[config.mk]
export PLATFORM = sky130hd
export DESIGN_NAME = ghost_chaser_flat
export DESIGN_NICKNAME = d
export VERILOG_FILES = /design/src/rtl/ghost_chaser_if.sv /design/src/rtl/ghost_chaser.sv /design/src/flat_wrapper.sv
export SDC_FILE = /design/constraint.sdc
export NUM_CORES = 1
export LEC_CHECK = 0
export CAP_MARGIN = 10
export CORE_MARGIN = 1
export CORE_UTILIZATION = 45
export DETAILED_ROUTE_END_ITERATION = 6
export PLACE_DENSITY = 0.76
export SLEW_MARGIN = 10
export SYNTH_ARGS = -nofsm -noshare
export SYNTH_HDL_FRONTEND = slang
export SYNTH_SLANG_ARGS = --single-unit
[constraint.sdc]
create_clock -name Clk -period 15.1 [get_ports Clk]
set_clock_uncertainty 0.15 [all_clocks]
set_input_delay 3.02 -clock Clk [delete_from_list [all_inputs] [get_ports Clk]]
set_output_delay 3.02 -clock Clk [all_outputs]
set_load 0.1 [all_outputs]
[src/rtl/ghost_chaser_if.sv]
// rtl/ghost_chaser_if.sv - ghost_chaser map/position bus (slave = ghost, master = surrounding logic)
interface ghost_chaser_if;
    logic [9:0] pX;
    logic [9:0] pY;
    logic       wall_u;
    logic       wall_r;
    logic       wall_d;
    logic       wall_l;
    logic [9:0] gX;
    logic [9:0] gY;
    logic [9:0] gSize;
    logic [1:0] dir;
    logic       mode;
    logic       move_done;

    modport master (
        output pX, pY, wall_u, wall_r, wall_d, wall_l,
        input  gX, gY, gSize, dir, mode, move_done
    );

    modport slave (
        input  pX, pY, wall_u, wall_r, wall_d, wall_l,
        output gX, gY, gSize, dir, mode, move_done
    );
endinterface

[src/rtl/ghost_chaser.sv]
// rtl/ghost_chaser.sv - per-frame ghost movement controller
// Optional chase/scatter mode cycling is enabled by defining GHOST_SCATTER_EN.
module ghost_chaser #(
    parameter logic [9:0] START_X        = 10'd200,
    parameter logic [9:0] START_Y        = 10'd200,
    parameter logic [9:0] SIZE           = 10'd4,
    parameter logic [9:0] SPEED          = 10'd1,
    parameter logic [9:0] SCATTER_X      = 10'd620,
    parameter logic [9:0] SCATTER_Y      = 10'd12,
    parameter int         CHASE_FRAMES   = 420,
    parameter int         SCATTER_FRAMES = 140
) (
    input  logic          Clk,
    input  logic          Reset,
    input  logic          frame_clk,
    input  logic          respawn,
    ghost_chaser_if.slave bus
);
    typedef enum logic [1:0] {IDLE, SAMPLE, DECIDE, MOVE} state_t;

    localparam int CNT_MAX = (CHASE_FRAMES > SCATTER_FRAMES) ? CHASE_FRAMES : SCATTER_FRAMES;
    localparam int CW      = $clog2(CNT_MAX + 1);
    localparam logic [CW-1:0] CHASE_LAST   = CW'(CHASE_FRAMES - 1);
    localparam logic [CW-1:0] SCATTER_LAST = CW'(SCATTER_FRAMES - 1);

    state_t      state;
    logic        sync1, sync2, sync3;
    logic        tick;
    logic [3:0]  walls_q;
    logic [9:0]  tgt_x, tgt_y;
    logic [1:0]  next_dir;
    logic        can_move;
    logic        mode_r;
    logic        waive_rev;

`ifdef GHOST_SCATTER_EN
    logic [CW-1:0] frame_cnt;
`else
    logic unused_cfg;
    assign unused_cfg = ^{CHASE_LAST, SCATTER_LAST};
    assign mode_r     = 1'b0;
    assign waive_rev  = 1'b0;
`endif

    assign tick      = sync2 & ~sync3;
    assign bus.gSize = SIZE;
    assign bus.mode  = mode_r;

    always_ff @(posedge Clk) begin
        if (Reset) begin
            sync1 <= 1'b0;
            sync2 <= 1'b0;
            sync3 <= 1'b0;
        end else begin
            sync1 <= frame_clk;
            sync2 <= sync1;
            sync3 <= sync2;
        end
    end

    // Direction choice from the sampled walls/target; codes 0 up, 1 right, 2 down, 3 left.
    logic signed [10:0] dx, dy;
    logic [10:0]        adx, ady;
    logic [1:0]         cand [5];
    logic               cval [5];
    logic [1:0]         rev;
    logic [1:0]         pick;
    logic               found;
    logic               horiz;

    assign dx    = $signed({1'b0, tgt_x}) - $signed({1'b0, bus.gX});
    assign dy    = $signed({1'b0, tgt_y}) - $signed({1'b0, bus.gY});
    assign adx   = dx[10] ? 11'(-dx) : 11'(dx);
    assign ady   = dy[10] ? 11'(-dy) : 11'(dy);
    assign horiz = (adx >= ady);
    assign rev   = bus.dir ^ 2'd2;

    always_comb begin
        cand[0] = horiz ? (dx[10] ? 2'd3 : 2'd1) : (dy[10] ? 2'd0 : 2'd2);
        cval[0] = horiz ? (dx != 11'sd0) : (dy != 11'sd0);
        cand[1] = horiz ? (dy[10] ? 2'd0 : 2'd2) : (dx[10] ? 2'd3 : 2'd1);
        cval[1] = horiz ? (dy != 11'sd0) : (dx != 11'sd0);
        cand[2] = bus.dir;
        cval[2] = 1'b1;
        cand[3] = bus.dir[0] ? 2'd0 : 2'd1;
        cval[3] = 1'b1;
        cand[4] = bus.dir[0] ? 2'd2 : 2'd3;
        cval[4] = 1'b1;
        pick    = bus.dir;
        found   = 1'b0;
        for (int i = 0; i < 5; i++) begin
            if (!found && cval[i] && !walls_q[cand[i]] && (waive_rev || cand[i] != rev)) begin
                pick  = cand[i];
                found = 1'b1;
            end
        end
        if (!found && !walls_q[rev]) begin
            pick  = rev;
            found = 1'b1;
        end
    end

    // Saturating step on the chosen axis; no wrap at the screen edges.
    logic [10:0] x_inc, y_inc;
    logic [9:0]  step_x, step_y;

    assign x_inc = {1'b0, bus.gX} + {1'b0, SPEED};
    assign y_inc = {1'b0, bus.gY} + {1'b0, SPEED};

    always_comb begin
        step_x = bus.gX;
        step_y = bus.gY;
        case (next_dir)
            2'd0:    step_y = (bus.gY < SPEED) ? 10'd0 : bus.gY - SPEED;
            2'd1:    step_x = (x_inc > 11'd639) ? 10'd639 : x_inc[9:0];
            2'd2:    step_y = (y_inc > 11'd479) ? 10'd479 : y_inc[9:0];
            default: step_x = (bus.gX < SPEED) ? 10'd0 : bus.gX - SPEED;
        endcase
    end

    always_ff @(posedge Clk) begin
        if (Reset) begin
            state         <= IDLE;
            bus.gX        <= START_X;
            bus.gY        <= START_Y;
            bus.dir       <= 2'd0;
            bus.move_done <= 1'b0;
            walls_q       <= 4'd0;
            tgt_x         <= 10'd0;
            tgt_y         <= 10'd0;
            next_dir      <= 2'd0;
            can_move      <= 1'b0;
`ifdef GHOST_SCATTER_EN
            mode_r        <= 1'b0;
            waive_rev     <= 1'b0;
            frame_cnt     <= '0;
`endif
        end else if (respawn) begin
            state         <= IDLE;
            bus.gX        <= START_X;
            bus.gY        <= START_Y;
            bus.dir       <= 2'd0;
            bus.move_done <= 1'b0;
`ifdef GHOST_SCATTER_EN
            frame_cnt     <= '0;
`endif
        end else begin
            bus.move_done <= 1'b0;
            case (state)
                IDLE: begin
                    if (tick) begin
                        state <= SAMPLE;
`ifdef GHOST_SCATTER_EN
                        if (frame_cnt == (mode_r ? SCATTER_LAST : CHASE_LAST)) begin
                            mode_r    <= ~mode_r;
                            frame_cnt <= '0;
                            waive_rev <= 1'b1;
                        end else begin
                            frame_cnt <= frame_cnt + 1'b1;
                            waive_rev <= 1'b0;
                        end
`endif
                    end
                end
                SAMPLE: begin
                    walls_q <= {bus.wall_l, bus.wall_d, bus.wall_r, bus.wall_u};
                    tgt_x   <= mode_r ? SCATTER_X : bus.pX;
                    tgt_y   <= mode_r ? SCATTER_Y : bus.pY;
                    state   <= DECIDE;
                end
                DECIDE: begin
                    next_dir <= pick;
                    can_move <= found;
                    state    <= MOVE;
                end
                MOVE: begin
                    if (can_move) begin
                        bus.gX  <= step_x;
                        bus.gY  <= step_y;
                        bus.dir <= next_dir;
                    end
                    bus.move_done <= 1'b1;
                    state         <= IDLE;
                end
                default: state <= IDLE;
            endcase
        end
    end
endmodule

[src/flat_wrapper.sv]
// flat-port wrapper written by rule: the top's interface ports become plain ports
module ghost_chaser_flat 
#(
    parameter logic [9:0] START_X        = 10'd200,
    parameter logic [9:0] START_Y        = 10'd200,
    parameter logic [9:0] SIZE           = 10'd4,
    parameter logic [9:0] SPEED          = 10'd1,
    parameter logic [9:0] SCATTER_X      = 10'd620,
    parameter logic [9:0] SCATTER_Y      = 10'd12,
    parameter int         CHASE_FRAMES   = 420,
    parameter int         SCATTER_FRAMES = 140
)
  (Clk, Reset, frame_clk, respawn, bus_pX, bus_pY, bus_wall_u, bus_wall_r, bus_wall_d, bus_wall_l, bus_gX, bus_gY, bus_gSize, bus_dir, bus_mode, bus_move_done);
  ghost_chaser_if bus_i ();
  input  logic Clk;
  input  logic Reset;
  input  logic frame_clk;
  input  logic respawn;
  input wire logic [$bits(bus_i.pX)-1:0] bus_pX;
  input wire logic [$bits(bus_i.pY)-1:0] bus_pY;
  input wire logic [$bits(bus_i.wall_u)-1:0] bus_wall_u;
  input wire logic [$bits(bus_i.wall_r)-1:0] bus_wall_r;
  input wire logic [$bits(bus_i.wall_d)-1:0] bus_wall_d;
  input wire logic [$bits(bus_i.wall_l)-1:0] bus_wall_l;
  output wire logic [$bits(bus_i.gX)-1:0] bus_gX;
  output wire logic [$bits(bus_i.gY)-1:0] bus_gY;
  output wire logic [$bits(bus_i.gSize)-1:0] bus_gSize;
  output wire logic [$bits(bus_i.dir)-1:0] bus_dir;
  output wire logic [$bits(bus_i.mode)-1:0] bus_mode;
  output wire logic [$bits(bus_i.move_done)-1:0] bus_move_done;
  assign bus_i.pX = bus_pX;
  assign bus_i.pY = bus_pY;
  assign bus_i.wall_u = bus_wall_u;
  assign bus_i.wall_r = bus_wall_r;
  assign bus_i.wall_d = bus_wall_d;
  assign bus_i.wall_l = bus_wall_l;
  assign bus_gX = bus_i.gX;
  assign bus_gY = bus_i.gY;
  assign bus_gSize = bus_i.gSize;
  assign bus_dir = bus_i.dir;
  assign bus_mode = bus_i.mode;
  assign bus_move_done = bus_i.move_done;
  ghost_chaser #(.START_X(START_X), .START_Y(START_Y), .SIZE(SIZE), .SPEED(SPEED), .SCATTER_X(SCATTER_X), .SCATTER_Y(SCATTER_Y), .CHASE_FRAMES(CHASE_FRAMES), .SCATTER_FRAMES(SCATTER_FRAMES)) u_core (.Clk(Clk), .Reset(Reset), .frame_clk(frame_clk), .respawn(respawn), .bus(bus_i));
endmodule
==> flow_summary_export.csv <==
group,metric,value,unit
job,maxCapViolCount,0,
power,power_density,59.5,mW/mm2
synthesis,ys.warnings.count,0,
clock_network,htreeDepth,2,
clock_network,clk_latency,0.30,ns
clock_network,cts-root-buf,"clkbuf_16",
synthesis,synth.avg_cell_area,7.10,um2
clock_network,postCtsResizedCells,0,
die,die_width,112,um
power,vdd.ir_drop.worst,0.0000427,V
routing,num_vias,5477,
finish,drive_gt1_frac,0.0384,
worst_setup_path,cp.arrival,5.61,ns
clock_network,holdBufCountCts,0,
timing,setup_slack,9.52,ns
worst_setup_path,r2r_start,"u_core.bus.gY[1]",
finish,layout.nets,854,
routing,drc,3,
routing,wl,14000,um
worst_setup_path,worstPathRequired,15.13,ns
worst_setup_path,crit_slowest_cell,"a2111oi_0",
placement,place_hpwl,10600,um
synthesis,async_flop_share,0,
synthesis,synth_edf_count,0,
worst_setup_path,crit_top_cell,"ha_1",
finish,antennaDiodeCount,0,
worst_setup_path,crit_path_start_kind,"register",
clock_network,clock-sinks,55,
grt,grt_pass1_wl,23300,um
timing,setup_violations,0,
synthesis,synth.cell_area,0.00544,mm2
timing,drv_slew,0,
worst_setup_path,crit_start,"u_core.bus.gY[1]",
routing,wl_per_cell,15.1,um
grt,antenna_found_initial,0,
timing,fmax,179,MHz
worst_setup_path,rrSetupSlack,9.52,ns
synthesis,syn_inst,767,
finish,multi_input_area,0.00399,mm2
grt,gr-total-overflow,0,
timing,rsz0062_at_grt,"no",
clock_network,cts_buffers,5,
timing,setup_tns,0,ns
routing,post_drt_via_cell_ratio,5.93,
clock_network,clk_pin_slew,0.07,ns
timing,finalCritPeriodShare,0.369,
synthesis,synth_area_leaders,"dfxtp_1 20%, ha_1 10%, a21oi_1 7.8%",
worst_setup_path,rr_worst_depth,18,
synthesis,yosysTopAreaCell,"dfxtp_1",
die,ios,62,
die,dieArea,0.0125,mm2
grt,track_usage,0.226,
die,core,0.0116,mm2
clock_network,cts_tree,"yes",
worst_setup_path,crit_path_max_fanout,9,
routing,drt_first_pass_iters,7,
min_path,hold_class,"register to register",
power,leakage,2.20,nW
grt,grt_max_degree,33,
synthesis,ys_ff_latch,55,
die,num_rows,39,
die,initial_core_util,0.469,
min_path,min_path_cells,2,
worst_setup_path,worstSetupPathType,"register to register",
die,die_h,112,um
min_path,hold_path_end,"u_core.sync3",
placement,io_buffers,50,
grt,grt_pass1_vias,4897,
worst_setup_path,r2r_end,"u_core.next_dir[1]",
timing,tightest_slew,1.07,ns
finish,area_growth,11.6,%
timing,hold_violations,0,
clock_network,postCtsSetupBuffers,0,
routing,ant_nets,0,
clock_network,cts_max_path_buffers,2,
finish,nFillCells,1181,
synthesis,ys.flop_type,"dfxtp_1",
timing,min_period,5.58,ns
placement,gp_congestion,0.956,
worst_setup_path,cp_slowest_stage_delay,0.56,ns
synthesis,synth.distinct_cells,79,
status,status,"finished, violations left",
synthesis,synth_seq_area_share,0.202,
finish,seqCellArea,0.00110,mm2
timing,relSlewSlack,0.284,
placement,post-place-ws,9.59,ns
routing,drt_iter0_drc,363,
synthesis,synth_top_area_frac,0.202,
min_path,min_from,"u_core.sync2",
status,violations,"design-rule violations",
worst_setup_path,critPathCaptureType,"register",
worst_setup_path,crit_path_cell_trace,"inv_1 -> ha_1 -> nor2b_1 -> o2111a_1 -> nor4_1 -> nor2_1 -> nor3_1 -> o21ai_0 -> or4_1 -> ha_1 -> a2111oi_0 -> a41oi_1 -> or3_1 -> o221ai_2 -> a31oi_2 -> or2_4 -> o41ai_2 -> a31oi_1",
[worst max-delay path, delay by kind of cell, from the launching register on]
| family | cells | cell delay [ns] |
|---|---|---|
| AND/OR/NAND/NOR | 7 | 2.24 |
| flip-flops | 1 | 0.49 |
| adder cells (fa/ha/maj) | 2 | 0.54 |
| AO/OA/AOI/OAI | 8 | 1.88 |
| buffers and inverters | 1 | 0.17 |
[report_power, final]
group	internal, mW	switching (mW)	total (mW)
logic	0.0348	0.0549	0.0897
clock network	0.0708	0.0537	0.124
registers	0.146	0.00120	0.148
[synth_stat cells (3+ instances only)]
cell type	n
inv_1	39
nand3_1	27
a211oi_1	10
nor2_1	62
and4_1	3
nor2b_1	12
nor3_1	18
o21ai_0	52
a21oi_1	85
nor4_1	5
mux2i_1	7
ha_1	44
o22ai_1	7
xnor2_1	28
or3_1	5
and3_1	18
and2_1	8
a21o_1	11
and3b_1	3
o2111ai_1	3
nand2_1	102
o211ai_1	4
o21bai_1	4
buf_4	11
clkbuf_1	41
xor2_1	5
dfxtp_1	55
nand4_1	10
o21a_1	3
a21boi_0	3
a31oi_1	15
nand2b_1	9
[logic make-up after synthesis]
kind of cell,after synthesis,share of synthesized area
flops,55,0.202
xor+xnor,34,0.0561
fa+ha+maj,46,0.109
buf+inv,93,0.0722
compound gates,234,0.279
mux,9,0.0177
simple gates,294,0.263
other cells,2,0.00138
[registers in the layout (all words and copies together), names as in the netlist, 2 cells and up]
signal / count
u_core.tgt_y: 10
u_core.walls_q: 4
u_core.bus.gX: 10
u_core.next_dir: 2
u_core.bus.dir: 2
u_core.tgt_x: 10
u_core.bus.gY: 10
u_core.state: 2
[metal layers]
metal	vias to the layer above	track usage	share of wire
met3	13	0.0305	0.056
met4	0	0.0631	0.013
li1	2754	-	-
met1	2530	0.318	0.48
met2	180	0.361	0.45
met5	-	0	0
[layout by cell type, fill, tap and decap left out, types with 3 or more instances in the layout]
master	count
and4_1	3
a21boi_0	3
nor3_1	18
o21ai_0	52
a21oi_1	85
o2111ai_1	3
nand2b_1	9
o21a_1	3
and3_1	18
or3_1	5
nor4_1	5
o21bai_1	4
a31oi_1	15
a21o_1	11
inv_1	39
nor2_1	62
ha_1	44
nand3_1	27
xor2_1	5
mux2i_1	7
and3b_1	3
nand2_1	102
and2_1	8
nor2b_1	11
clkbuf_16	5
dfxtp_1	55
nand4_1	10
o22ai_1	7
conb_1	11
xnor2_1	28
clkdlybuf4s50_1	50
a211oi_1	10
o211ai_1	4
[how the worst max path moves through the flow]
stage                    endpoint  slack (ns)
6_report       u_core.next_dir[1]        9.52
5_1_grt        u_core.next_dir[1]        9.03
4_1_cts                bus_dir[0]        9.55
3_5_place_dp   u_core.next_dir[1]        9.59
3_3_place_gp   u_core.next_dir[1]        9.78
2_1_floorplan  u_core.next_dir[1]        9.35
[layout make-up]
type | instances | area share
multi-input cells | 628 | 0.656
well taps | 143 | 0.0294
flip-flops and latches | 55 | 0.181
inverters | 39 | 0.0241
repair buffers | 51 | 0.0836
clock buffers | 8 | 0.0257
[stage by stage]
stage                     area [um2]  power (mW)  hold WS (ns)   util  std cells
after CTS                       6080       0.364         0.296  0.523        924
after detailed placement        5920       0.240         0.279  0.510        916
after global routing            6080       0.378         0.300  0.523        924
after global placement          5920       0.238         0.268  0.510        916
after floorplan                 5480       0.222         0.260      -        776
final                           6080       0.362         0.291  0.523        924
Power figures use the tool's default switching activity.
